--- src/rtl/cpu_pkg.sv ---
// Shared writeback definitions: load funct3 encodings, queue entry type and
// the load byte/half extraction and extension helper.
package cpu_pkg;

  localparam logic [2:0] F3_LB  = 3'b000;
  localparam logic [2:0] F3_LH  = 3'b001;
  localparam logic [2:0] F3_LW  = 3'b010;
  localparam logic [2:0] F3_LBU = 3'b100;
  localparam logic [2:0] F3_LHU = 3'b101;

  localparam logic [4:0] REG_ZERO = 5'd0;

  // Queue occupancy width; covers 0..8 entries.
  localparam int unsigned LQ_CNT_W = 4;

  typedef struct packed {
    logic [4:0]  rd;
    logic [31:0] data;
  } wb_entry_t;

  // Unknown funct3 values fall through to a full-word load.
  function automatic logic [31:0] load_extend(input logic [31:0] word,
                                              input logic [2:0]  funct3,
                                              input logic [1:0]  addr_lo);
    logic [7:0]  b;
    logic [15:0] h;
    logic [31:0] res;
    b = word[{addr_lo, 3'b000} +: 8];
    h = word[{addr_lo[1], 4'b0000} +: 16];
    case (funct3)
      F3_LB:   res = {{24{b[7]}}, b};
      F3_LH:   res = {{16{h[15]}}, h};
      F3_LBU:  res = {24'd0, b};
      F3_LHU:  res = {16'd0, h};
      default: res = word;
    endcase
    return res;
  endfunction

endpackage

--- src/rtl/wb_lq_fifo.sv ---
// Circular load-response queue; a pop frees a slot for a push in the same
// cycle, so push+pop at full is accepted.
module wb_lq_fifo
  import cpu_pkg::*;
#(
  parameter int unsigned DEPTH = 2
) (
  input  logic                clk,
  input  logic                reset,
  input  logic                push,
  input  wb_entry_t           push_data,
  input  logic                pop,
  output wb_entry_t           head,
  output logic [LQ_CNT_W-1:0] count,
  output logic                full,
  output logic                empty
);

  localparam int unsigned PW = (DEPTH > 1) ? $clog2(DEPTH) : 1;

  wb_entry_t           mem_q [DEPTH];
  wb_entry_t           mem_d [DEPTH];
  logic [PW-1:0]       wr_ptr_q, wr_ptr_d, rd_ptr_q, rd_ptr_d;
  logic [LQ_CNT_W-1:0] count_q, count_d;
  logic                do_push, do_pop;

  function automatic logic [PW-1:0] ptr_inc(input logic [PW-1:0] p);
    return (p == PW'(DEPTH - 1)) ? '0 : p + PW'(1);
  endfunction

  assign full  = (count_q == LQ_CNT_W'(DEPTH));
  assign empty = (count_q == '0);
  assign count = count_q;
  assign head  = mem_q[rd_ptr_q];

  always_comb begin
    do_pop   = pop && !empty;
    do_push  = push && (!full || do_pop);
    mem_d    = mem_q;
    wr_ptr_d = wr_ptr_q;
    rd_ptr_d = rd_ptr_q;
    if (do_push) begin
      mem_d[wr_ptr_q] = push_data;
      wr_ptr_d        = ptr_inc(wr_ptr_q);
    end
    if (do_pop) rd_ptr_d = ptr_inc(rd_ptr_q);
    count_d = count_q + LQ_CNT_W'(do_push) - LQ_CNT_W'(do_pop);
  end

  always_ff @(posedge clk or posedge reset) begin
    if (reset) begin
      for (int i = 0; i < int'(DEPTH); i++) mem_q[i] <= '0;
      wr_ptr_q <= '0;
      rd_ptr_q <= '0;
      count_q  <= '0;
    end else begin
      mem_q    <= mem_d;
      wr_ptr_q <= wr_ptr_d;
      rd_ptr_q <= rd_ptr_d;
      count_q  <= count_d;
    end
  end

endmodule

--- src/rtl/writeback_unit.sv ---
// Register-file write port producer: merges ALU results with queued load
// responses and tracks loads in flight for decode hazard checks.
module writeback_unit
  import cpu_pkg::*;
#(
  parameter int unsigned LQ_DEPTH      = 2,
  parameter bit          STALL_ON_FULL = 1'b1
) (
  input  logic        clk,
  input  logic        reset,
  input  logic        alu_valid,
  input  logic [4:0]  alu_rd,
  input  logic [31:0] alu_wdata,
  input  logic        ld_issue,
  input  logic [4:0]  ld_issue_rd,
  input  logic        lsu_valid,
  output logic        lsu_ready,
  input  logic [4:0]  lsu_rd,
  input  logic [31:0] lsu_rdata,
  input  logic [2:0]  lsu_funct3,
  input  logic [1:0]  lsu_addr_lo,
  input  logic [4:0]  rs1_q,
  input  logic [4:0]  rs2_q,
  output logic        busy_rs1,
  output logic        busy_rs2,
  output logic        wb_stall,
  output logic [4:0]  rd,
  output logic [31:0] wdata,
  output logic        we
);

  wb_entry_t           lq_head, lq_in;
  logic [LQ_CNT_W-1:0] lq_count;
  logic                lq_full, lq_empty, lq_push, lq_pop;

  logic [4:0]  rd_q, rd_d;
  logic [31:0] wdata_q, wdata_d;
  logic        we_q, we_d;
  logic        from_lq_q, from_lq_d;
  logic [31:0] pending_q, pending_d;

  assign lsu_ready = (lq_count < LQ_CNT_W'(LQ_DEPTH));
  assign wb_stall  = STALL_ON_FULL && lq_full;
  assign busy_rs1  = pending_q[rs1_q];
  assign busy_rs2  = pending_q[rs2_q];
  assign rd        = rd_q;
  assign wdata     = wdata_q;
  assign we        = we_q;

  assign lq_push = lsu_valid && lsu_ready;
  assign lq_in   = '{rd: lsu_rd, data: load_extend(lsu_rdata, lsu_funct3, lsu_addr_lo)};
  assign lq_pop  = (wb_stall || !alu_valid) && !lq_empty;

  wb_lq_fifo #(.DEPTH(LQ_DEPTH)) u_lq (
    .clk       (clk),
    .reset     (reset),
    .push      (lq_push),
    .push_data (lq_in),
    .pop       (lq_pop),
    .head      (lq_head),
    .count     (lq_count),
    .full      (lq_full),
    .empty     (lq_empty)
  );

  // Queue head has priority when the ALU is idle or being held off.
  always_comb begin
    rd_d      = rd_q;
    wdata_d   = wdata_q;
    we_d      = 1'b0;
    from_lq_d = 1'b0;
    if (lq_pop) begin
      rd_d      = lq_head.rd;
      wdata_d   = lq_head.data;
      we_d      = (lq_head.rd != REG_ZERO);
      from_lq_d = 1'b1;
    end else if (alu_valid) begin
      rd_d    = alu_rd;
      wdata_d = alu_wdata;
      we_d    = (alu_rd != REG_ZERO);
    end
  end

  // Clear lags the load write by one edge so the bit covers the commit edge.
  always_comb begin
    pending_d = pending_q;
    if (we_q && from_lq_q) pending_d[rd_q] = 1'b0;
    if (ld_issue && (ld_issue_rd != REG_ZERO)) pending_d[ld_issue_rd] = 1'b1;
    pending_d[0] = 1'b0;
  end

  always_ff @(posedge clk or posedge reset) begin
    if (reset) begin
      rd_q      <= '0;
      wdata_q   <= '0;
      we_q      <= 1'b0;
      from_lq_q <= 1'b0;
      pending_q <= '0;
    end else begin
      rd_q      <= rd_d;
      wdata_q   <= wdata_d;
      we_q      <= we_d;
      from_lq_q <= from_lq_d;
      pending_q <= pending_d;
    end
  end

  a_ld_issue_pending: assert property (@(posedge clk) disable iff (reset)
    !(ld_issue && pending_q[ld_issue_rd]));
  a_alu_while_stall: assert property (@(posedge clk) disable iff (reset)
    !(alu_valid && wb_stall));
  a_alu_rd_pending: assert property (@(posedge clk) disable iff (reset)
    !(alu_valid && pending_q[alu_rd]));

endmodule

--- config.mk ---
export PLATFORM = sky130hd
export DESIGN_NAME = writeback_unit
export DESIGN_NICKNAME = d
export VERILOG_FILES = /design/src/rtl/cpu_pkg.sv /design/src/rtl/wb_lq_fifo.sv /design/src/rtl/writeback_unit.sv
export SDC_FILE = /design/constraint.sdc
export NUM_CORES = 1
export LEC_CHECK = 0
export ABC_AREA = 1
export BUFFER_PORTS_ARGS = -buffer_cell sky130_fd_sc_hd__buf_2
export CORE_UTILIZATION = 55
export CTS_CLUSTER_DIAMETER = 200
export DETAILED_ROUTE_END_ITERATION = 10
export MAX_ROUTING_LAYER = met4
export PLACE_DENSITY = 0.78
export SLEW_MARGIN = 20
export SYNTH_ARGS = -nofsm -noshare
export SYNTH_HDL_FRONTEND = slang
export SYNTH_SLANG_ARGS = --single-unit
export TNS_END_PERCENT = 1
--- constraint.sdc ---
create_clock -name clk -period 6.9 [get_ports clk]
set_input_delay 1.035 -clock clk [delete_from_list [all_inputs] [get_ports clk]]
set_output_delay 1.035 -clock clk [all_outputs]
set_load 0.02 [all_outputs]
-- After elaboration in Yosys (flattened, before gate mapping)
Cells that the tools add are included.
- register bits: 150
- output and inout port bits: 42
- word-level logic and storage cells: 83
- add/subtract/negate cells: 4
- magnitude comparators: 10
- eq/ne operators: 4
- shift operators: 2
- muxes and demuxes: 26
- bitwise operators: 5
- reduce and logical (&&, ||, !) cells: 20
- operators with widths (cell ; number):
    $mux W37 ; 4
    $mux W32 ; 4
    $pmux W32 S4 ; 1
    $bwmux W74 ; 1
    $demux W37 S1 ; 1
    $and A32 B32 Y32 ; 1
    $not A32 Y32 ; 1
    $or A32 B32 Y32 ; 1
    $shiftx A32 B6 Y16 ; 1
    $shiftx A32 B6 Y8 ; 1
    $lt A5 B6 Y1 const B ; 4
    $reduce_bool A5 Y1 ; 3
    $bmux W1 S5 ; 2
    $demux W1 S5 ; 2
    $ge A5 B1 Y1 const B ; 2
    $mux W5 ; 2
    $logic_and A1 B1 Y1 ; 9
    $mux W1 ; 9
    $eq A3 B3 Y1 const B ; 2
    $add A4 B1 Y4 ; 1
    $eq A4 B2 Y1 const B ; 1
    $ge A2 B2 Y1 const B ; 2
    $logic_not A4 Y1 ; 1
    $lt A4 B2 Y1 const B ; 1
    9 further kinds ; 14

-- Depth between registers and ports, before layout
Gate-level depths: netlist of run 1.
- word-level depth: 9
- depth in mapped cells: 12

-- Hierarchy
From an unflattened synthesis of run 1, not the netlist that was laid out.
- cells, all modules: 1127
- area total of the unflattened synthesis: 8351.8 µm²
- modules (own cells, without submodules) (module ; instances ; cells an instance ; area each (µm²) ; sequential area each (µm²)):
    writeback_unit ; 1 ; 641 ; 4449.3 ; 1751.7
    wb_lq_fifo ; 1 ; 486 ; 3902.5 ; 2001.9

-- Least setup slack after synthesis of run 1
OpenSTA, ideal clock, no wires.
- path kind: input -> output
- start point: input port rs1_q[0]
- end point: output port busy_rs1
- arrival: 1.999 ns
- required time: 5.865 ns
- path slack: 3.866 ns
- stages: 10
- path buffers: 2
- cells stage by stage: buf_2 -> clkbuf_1 -> nand2_1 -> nand3_1 -> nand3_1 -> nand2_1 -> nand2_1 -> nand2_1 -> nand2_1 -> nand2_1
- word-level cells in the longest chain between the ends: 2
- ends and longest elaborated chain (what ; RTL line ; RTL):
    start, declared ; writeback_unit.sv:22 ; input logic [4:0] rs1_q,
    $bmux W1 S5 ; writeback_unit.sv:44 ; assign busy_rs1 = pending_q[rs1_q];
    $mux W1 (not written as such) ; writeback_unit.sv:44 ;
    end, declared ; writeback_unit.sv:24 ; output logic busy_rs1,
No other way between the ends. The select of a mux whose other input is x is not followed.

-- Worst setup path after layout of run 1
Ends and elaborated chain as after synthesis.

==> impl_summary.log, run 1 <==
INFO  metric hpwlAfterDp = 14900 microns
INFO  metric met3_wirelength = 1140 microns
INFO  metric drt-total-wl = 21700 microns
INFO  metric critPathSlowestCell = inv_1
INFO  metric drt_first_pass_iters = 5
INFO  metric net-switching-power = 1550 uW
INFO  metric postSynthCellCount = 1058
INFO  metric totalNegativeSetupSlack = 0 ns
INFO  metric post_route_cells_drive_above_1_share = 16.9%
INFO  metric cts_tree = yes
INFO  metric timing_worst_slew_pin_value = 1.03 ns
INFO  metric initialDrtViolationCount = 770
INFO  metric run_status = finished, final reports clean
INFO  metric cts_made_buffers = 17
INFO  metric critPathLaunchType = input port
INFO  metric routed-wl-met2 = 10400 microns
INFO  metric initial_utilization = 57.1%
INFO  metric cts.root.buffer_cell = clkbuf_16
INFO  metric initial_antenna_violation_count = 1
INFO  metric timing.critical_path.to_type = output port
INFO  metric comb_power_share = 35.9%
INFO  metric post_cts_resize_count = 0
INFO  metric cp_cell_sequence = buf_2 -> inv_1 -> nand2_1 -> nand3_1 -> nand3_1 -> nand2_1 -> nand2_1 -> nand2_1 -> nand2_1 -> nand2_1 -> buf_2
INFO  metric slew-limit-headroom = 31.3%
INFO  metric clock-skew-final = 0.00897 ns
INFO  metric setup_slack = 3.47 ns
INFO  metric clk_latency = 0.43 ns
INFO  metric cts.clk_slew.worst_paths = 0.06 ns
INFO  metric yosys.area.top_type = dfrtp_1
INFO  metric layout_commonest_cell = nand2_1
INFO  metric drv_cap = 0
INFO  metric ioPinCount = 141
INFO  metric die_width = 123 microns
INFO  metric critPathRequiredTime = 5.86 ns
INFO  metric cpPeakStageDelay = 0.40 ns
INFO  metric grt_remaining_overflow = 0
INFO  metric route.detailed.drc = 0
INFO  metric hold-worst-slack = 0.475 ns
INFO  metric layout_common_cells = nand2_1, nand3_1, dfrtp_1
INFO  metric ctsHoldBuffers = 0
INFO  metric fin_nets = 1272
INFO  metric route.vias.total = 7607
INFO  metric power.density_cell_area = 416 mW/mm^2
INFO  metric highest-signal-layer = met4
INFO  metric min_path_type = flop to flop
INFO  metric cp_data_arrival_time = 2.40 ns
INFO  metric hold_violations = 0
INFO  metric cts.htree.levels = 4
INFO  metric p_int = 2300 uW
INFO  metric sequentialPowerShare = 39.7%
INFO  metric route.antenna.remaining_nets = 0
INFO  metric dpl-instance-area = 0.00868 sq mm
INFO  metric rsz0062_at_grt = false
INFO  metric post-route-util = 66.1%
INFO  metric yosysTopAreaCellShare = 46.8%
INFO  metric die_h = 123 microns
INFO  metric port_buffers = 140
INFO  metric grt_pass1_wl = 35800 microns
INFO  metric ys_seq_area_share = 46.8%
INFO  metric clock_sinks = 150
INFO  metric pwr-share-clk = 24.4%
INFO  metric total_leakage_power = 0.00485 uW
INFO  metric post_drt_via_cell_ratio = 5.59
INFO  metric min_period_over_period = 49.7%
INFO  metric maximum_number_of_pins_on_one_net_before_global_route_repair = 78
INFO  metric synth_cell_type_count = 31
INFO  metric netlist_top_cells_area = dfrtp_1, nand2_1, nand3_1
INFO  metric area_growth = 15.8%
INFO  metric clockBufferDepth = 2
INFO  metric synth_area = 0.00801 sq mm
INFO  metric grtUsageTotal = 31.8%
INFO  metric wl_per_cell = 16.0 microns
INFO  metric synth-seq-cells = 150
INFO  metric row_count = 43
INFO  metric worst-r2r-setup-slack = 4.42 ns
INFO  metric fmaxAchievable = 0.291 GHz
INFO  metric drv_slew = 0
INFO  metric path_class = input port to output port
INFO  metric final_non_filler_cell_area = 0.00928 sq mm
INFO  metric ir_drop = 0.218 mV
INFO  metric crit_path_max_fanout = 17
INFO  metric dieArea = 0.0151 sq mm
INFO  metric report.final.setup_viol = 0
INFO  metric sw_frac_of_total = 40.2%
INFO  metric detailedPlace.worstSlack = 3.54 ns
INFO  metric min_period = 3.43 ns
INFO  metric synth.avg_cell_area = 7.57 sq um
INFO  metric detail_route.wirelength.met1 = 9640 microns
INFO  metric coreArea = 0.0140 sq mm
INFO  metric post-cts-setup-buffers = 0
INFO  metric cp_common_cell = nand2_1
INFO  metric synth-warning-count = 0
INFO  metric grt_pass1_vias = 7252
INFO  metric place_congestion = 1.02
INFO  metric postSynthNetCount = 1163
-- worst max-delay path, delay by kind of cell --
family | cells | cell delay (ns)
simple gates | 8 | 0.61
buf+inv | 3 | 0.76
-- registers in the layout (all words and copies together), names as in the netlist --
signal,cells
u_lq.mem_q,74
from_lq_q,1
u_lq.count,4
pending_q,31
u_lq.wr_ptr_q,1
wdata,32
we,1
rd,5
u_lq.rd_ptr_q,1
-- stage by stage --
stage	power [uW]	cells
2_1_floorplan	2480	1058
3_3_place_gp	2860	1328
3_5_place_dp	2910	1328
4_1_cts	3860	1360
5_1_grt	4130	1361
6_report	3860	1361
-- routing by layer --
metal	vias to the layer above	GRT usage (%)
met4	0	10.6
met5	-	-
li1	3681	-
met2	253	49.0
met1	3629	42.6
met3	44	5.81
-- power groups by stage --
stage	combinational, uW	sequential (uW)	clock, uW
final	1380	1530	941
after global routing	1570	1570	991
after CTS	1390	1520	953
after detailed placement	1380	1530	0
after global placement	1340	1520	0
after floorplan	877	1600	0
-- worst paths after layout --
| path | startpoint | endpoint | depth (start not counted) |
|---|---|---|---|
| setup / recovery | rs1_q[0] | busy_rs1 | 11 |
| hold / removal | u_lq.mem_q[34] | u_lq.mem_q[34] | 2 |
| setup reg to reg | u_lq.count[2] | u_lq.count[2] | 11 |
| hold reg to reg | u_lq.mem_q[34] | u_lq.mem_q[34] | 2 |
| max in group asynchronous | reset | wdata[28] | 3 |
| min in group asynchronous | reset | wdata[19] | 2 |
-- cells in the mapped netlist (all sizes together) --
master	count
nor2	32
o211ai	38
o21bai	7
ha	5
nand4	1
o21ai	104
xor2	1
inv	99
dfrtp	150
or2	1
a21boi	7
clkbuf	20
xnor2	2
a21oi	9
a31oi	7
buf	35
nand3	174
nand2	365
fa	1
-- logic make-up after synthesis --
family / count (synthesis) / share of synthesized area [%]
fa+ha+maj: 6 / 1.03
buf+inv: 154 / 8.45
xor+xnor: 3 / 0.328
compound gates: 172 / 12.5
flops: 150 / 46.8
simple gates: 573 / 30.8
-- cell type report --
cell class	count	area, sq um
Multi-Input combinational cell	754	3580
Sequential cell	150	3750
Timing Repair Buffer	145	738
Fill cell	1223	4760
Tap cell	180	225
Clock buffer	18	439
Antenna cell	1	2.50
Inverter	99	377
Clock inverter	14	163
Power figures use the tool's default switching activity.
==> inputs of run 2 (changes only) <==
--- a/config.mk
+++ b/config.mk
@@ -7,11 +7,11 @@
 export LEC_CHECK = 0
 export ABC_AREA = 1
 export BUFFER_PORTS_ARGS = -buffer_cell sky130_fd_sc_hd__buf_2
-export CORE_UTILIZATION = 55
+export CORE_UTILIZATION = 51
 export CTS_CLUSTER_DIAMETER = 200
 export DETAILED_ROUTE_END_ITERATION = 10
 export MAX_ROUTING_LAYER = met4
-export PLACE_DENSITY = 0.78
+export PLACE_DENSITY = 0.76
 export SLEW_MARGIN = 20
 export SYNTH_ARGS = -nofsm -noshare
 export SYNTH_HDL_FRONTEND = slang
==> constraint.sdc (replaced) <==
create_clock -name clk -period 2.9 [get_ports clk]
set_input_delay 0.435 -clock clk [delete_from_list [all_inputs] [get_ports clk]]
set_output_delay 0.435 -clock clk [all_outputs]
set_load 0.02 [all_outputs]
==> run 2 against run 1 <==
Against the previous run: die area rose by 7.7%; combinational power rose by 130%; final area rose by 1.3%; critical path depth did not move; register-to-register slack got worse by 3.6 ns; count of clock-buffer cells in the layout rose by 6; setup slack got worse by 2.7 ns; critical path type unchanged; largest power group unchanged.
==> impl_summary.log, run 2 (synthesis results as in run 1) <==
INFO  metric antennaDiodeCount = 0
INFO  metric die_h = 127 microns
INFO  metric min_period = 2.09 ns
INFO  metric hpwlAfterDp = 15400 microns
INFO  metric drv_cap = 0
INFO  metric power.density_cell_area = 969 mW/mm^2
INFO  metric grt_pass1_wl = 35400 microns
INFO  metric total_leakage_power = 0.00490 uW
INFO  metric cts.htree.levels = 4
INFO  metric worst-r2r-setup-slack = 0.82 ns
INFO  metric reg2reg_to = u_lq.count[1]
INFO  metric port_buffers = 140
INFO  metric grt_remaining_overflow = 0
INFO  metric crit_path_max_fanout = 15
INFO  metric drt-total-wl = 21600 microns
INFO  metric route.detailed.drc = 0
INFO  metric cts_tree = yes
INFO  metric grt_pass1_vias = 7073
INFO  metric critPathRequiredTime = 2.47 ns
INFO  metric clockBufferDepth = 2
INFO  metric drt_first_pass_iters = 5
INFO  metric largest-register = u_lq.mem_q
INFO  metric initialDrtViolationCount = 671
INFO  metric cts_made_buffers = 17
INFO  metric reg2regPathDepth = 11
INFO  metric die_width = 127 microns
INFO  metric hold-worst-slack = 0.0997 ns
INFO  metric ctsHoldBuffers = 0
INFO  metric largest_reg_flops = 74
INFO  metric drv_slew = 0
INFO  metric crit_path_to = busy_rs1
INFO  metric place_congestion = 0.948
INFO  metric min_path_type = input port to async pin
INFO  metric fmaxAchievable = 0.479 GHz
INFO  metric area_growth = 17.3%
INFO  metric timing.rr.start = u_lq.count[2]
INFO  metric post-cts-setup-buffers = 0
INFO  metric layout_common_cells = nand2_1, nand3_1, dfrtp_1
INFO  metric totalNegativeSetupSlack = 0 ns
INFO  metric path_class = input port to output port
INFO  metric min_period_over_period = 72.0%
INFO  metric clock-skew-final = 0.0106 ns
INFO  metric slew-limit-headroom = 41.6%
INFO  metric timing_worst_slew_pin_value = 0.875 ns
INFO  metric fin_nets = 1282
INFO  metric post_cts_resize_count = 0
INFO  metric clk_latency = 0.42 ns
INFO  metric layout_commonest_cell = nand2_1
INFO  metric n_fill_cell = 1414
INFO  metric critical_path_start = rs1_q[0]
INFO  metric ir_drop = 0.449 mV
INFO  metric ioPinCount = 141
INFO  metric post_drt_via_cell_ratio = 5.35
INFO  metric route.vias.total = 7501
INFO  metric timing.critical_path.to_type = output port
INFO  metric cts.clk_slew.worst_paths = 0.06 ns
INFO  metric wl_per_cell = 15.4 microns
INFO  metric critPathLaunchType = input port
INFO  metric route.antenna.remaining_nets = 0
INFO  metric clock_sinks = 150
INFO  metric initial_utilization = 52.5%
INFO  metric row_count = 45
INFO  metric hold_violations = 0
INFO  metric maximum_number_of_pins_on_one_net_before_global_route_repair = 59
INFO  metric grtUsageTotal = 28.8%
INFO  metric run_status = finished, final reports clean
INFO  metric cp_data_arrival_time = 1.65 ns
INFO  metric dieArea = 0.0162 sq mm
INFO  metric report.final.setup_viol = 0
INFO  metric cts.root.buffer_cell = clkbuf_16
INFO  metric coreArea = 0.0153 sq mm
INFO  metric initial_antenna_violation_count = 0
INFO  metric post_route_cells_drive_above_1_share = 17.4%
INFO  metric rsz0062_at_grt = false
[run 2: cell types whose count changed in the layout (fill, tap and decap cells not counted)]
cell and change:
diode_2 -1, clkinvlp_4 +1, clkinv_4 -3, clkinv_2 +3, buf_12 +2, inv_6 -6
buf_4 +8, clkbuf_1 +3, clkbuf_8 +3, inv_8 -1
[run 2: where the power goes]
part           internal, uW  leakage (uW)  total, uW  switching, uW
sequential             3050       0.00179       3700            656
clock                  1350      0.000290       2180            828
combinational          1150       0.00282       3220           2070
total                  5550       0.00490       9110           3560
[run 2: worst min-delay path by stage]
stage,slack [ns],cells past startpoint,from,endpoint
after floorplan,0.44,2,u_lq.mem_q[32],u_lq.mem_q[32]
after global placement,0.46,2,u_lq.mem_q[32],u_lq.mem_q[32]
after detailed placement,0.46,2,u_lq.mem_q[32],u_lq.mem_q[32]
after CTS,0.11,2,reset,u_lq.count[1]
after global routing,0.14,2,reset,u_lq.count[0]
final,0.1,2,reset,u_lq.count[0]
[run 2: area by class of cell]
class | instances | area [sq um] | area share (%)
clock buffer | 24 | 492 | 5.23
clock inverter | 8 | 96.3 | 1.02
inverter | 99 | 375 | 3.99
multi-input combinational | 754 | 3580 | 38.1
sequential | 150 | 3750 | 39.9
tap | 211 | 264 | 2.81
timing repair buffer | 155 | 838 | 8.92
[run 2: routing by layer]
metal	global-route usage [%]	up-vias	routed length (microns)	part of all wire (%)
met5	-	-	0	0
met1	38.3	3531	9750	45
met4	10.7	0	477	2.2
met3	4.61	37	1160	5.4
li1	-	3694	-	-
met2	44.5	239	10200	47
[run 2: critical path, cell delays in order]
cell     delay (ns)
buf_2          0.13
inv_1          0.34
nand2_1        0.09
nand3_1        0.08
nand3_1        0.12
nand2_1        0.10
nand2_1        0.05
nand2_1        0.06
nand2_1        0.04
nand2_1        0.04
buf_2          0.15
[run 2: metrics by stage]
step	util [%]	power (uW)	instance area, sq um	std cells	worst slack (ns)
final	61.6	9110	9400	1401	0.813
after CTS	61.6	9130	9400	1401	0.800
after global placement	57.8	6820	8810	1369	0.813
after detailed placement	57.8	6920	8810	1369	0.797
after global routing	61.6	9760	9400	1401	0.668
after floorplan	-	5900	8020	1058	0.576
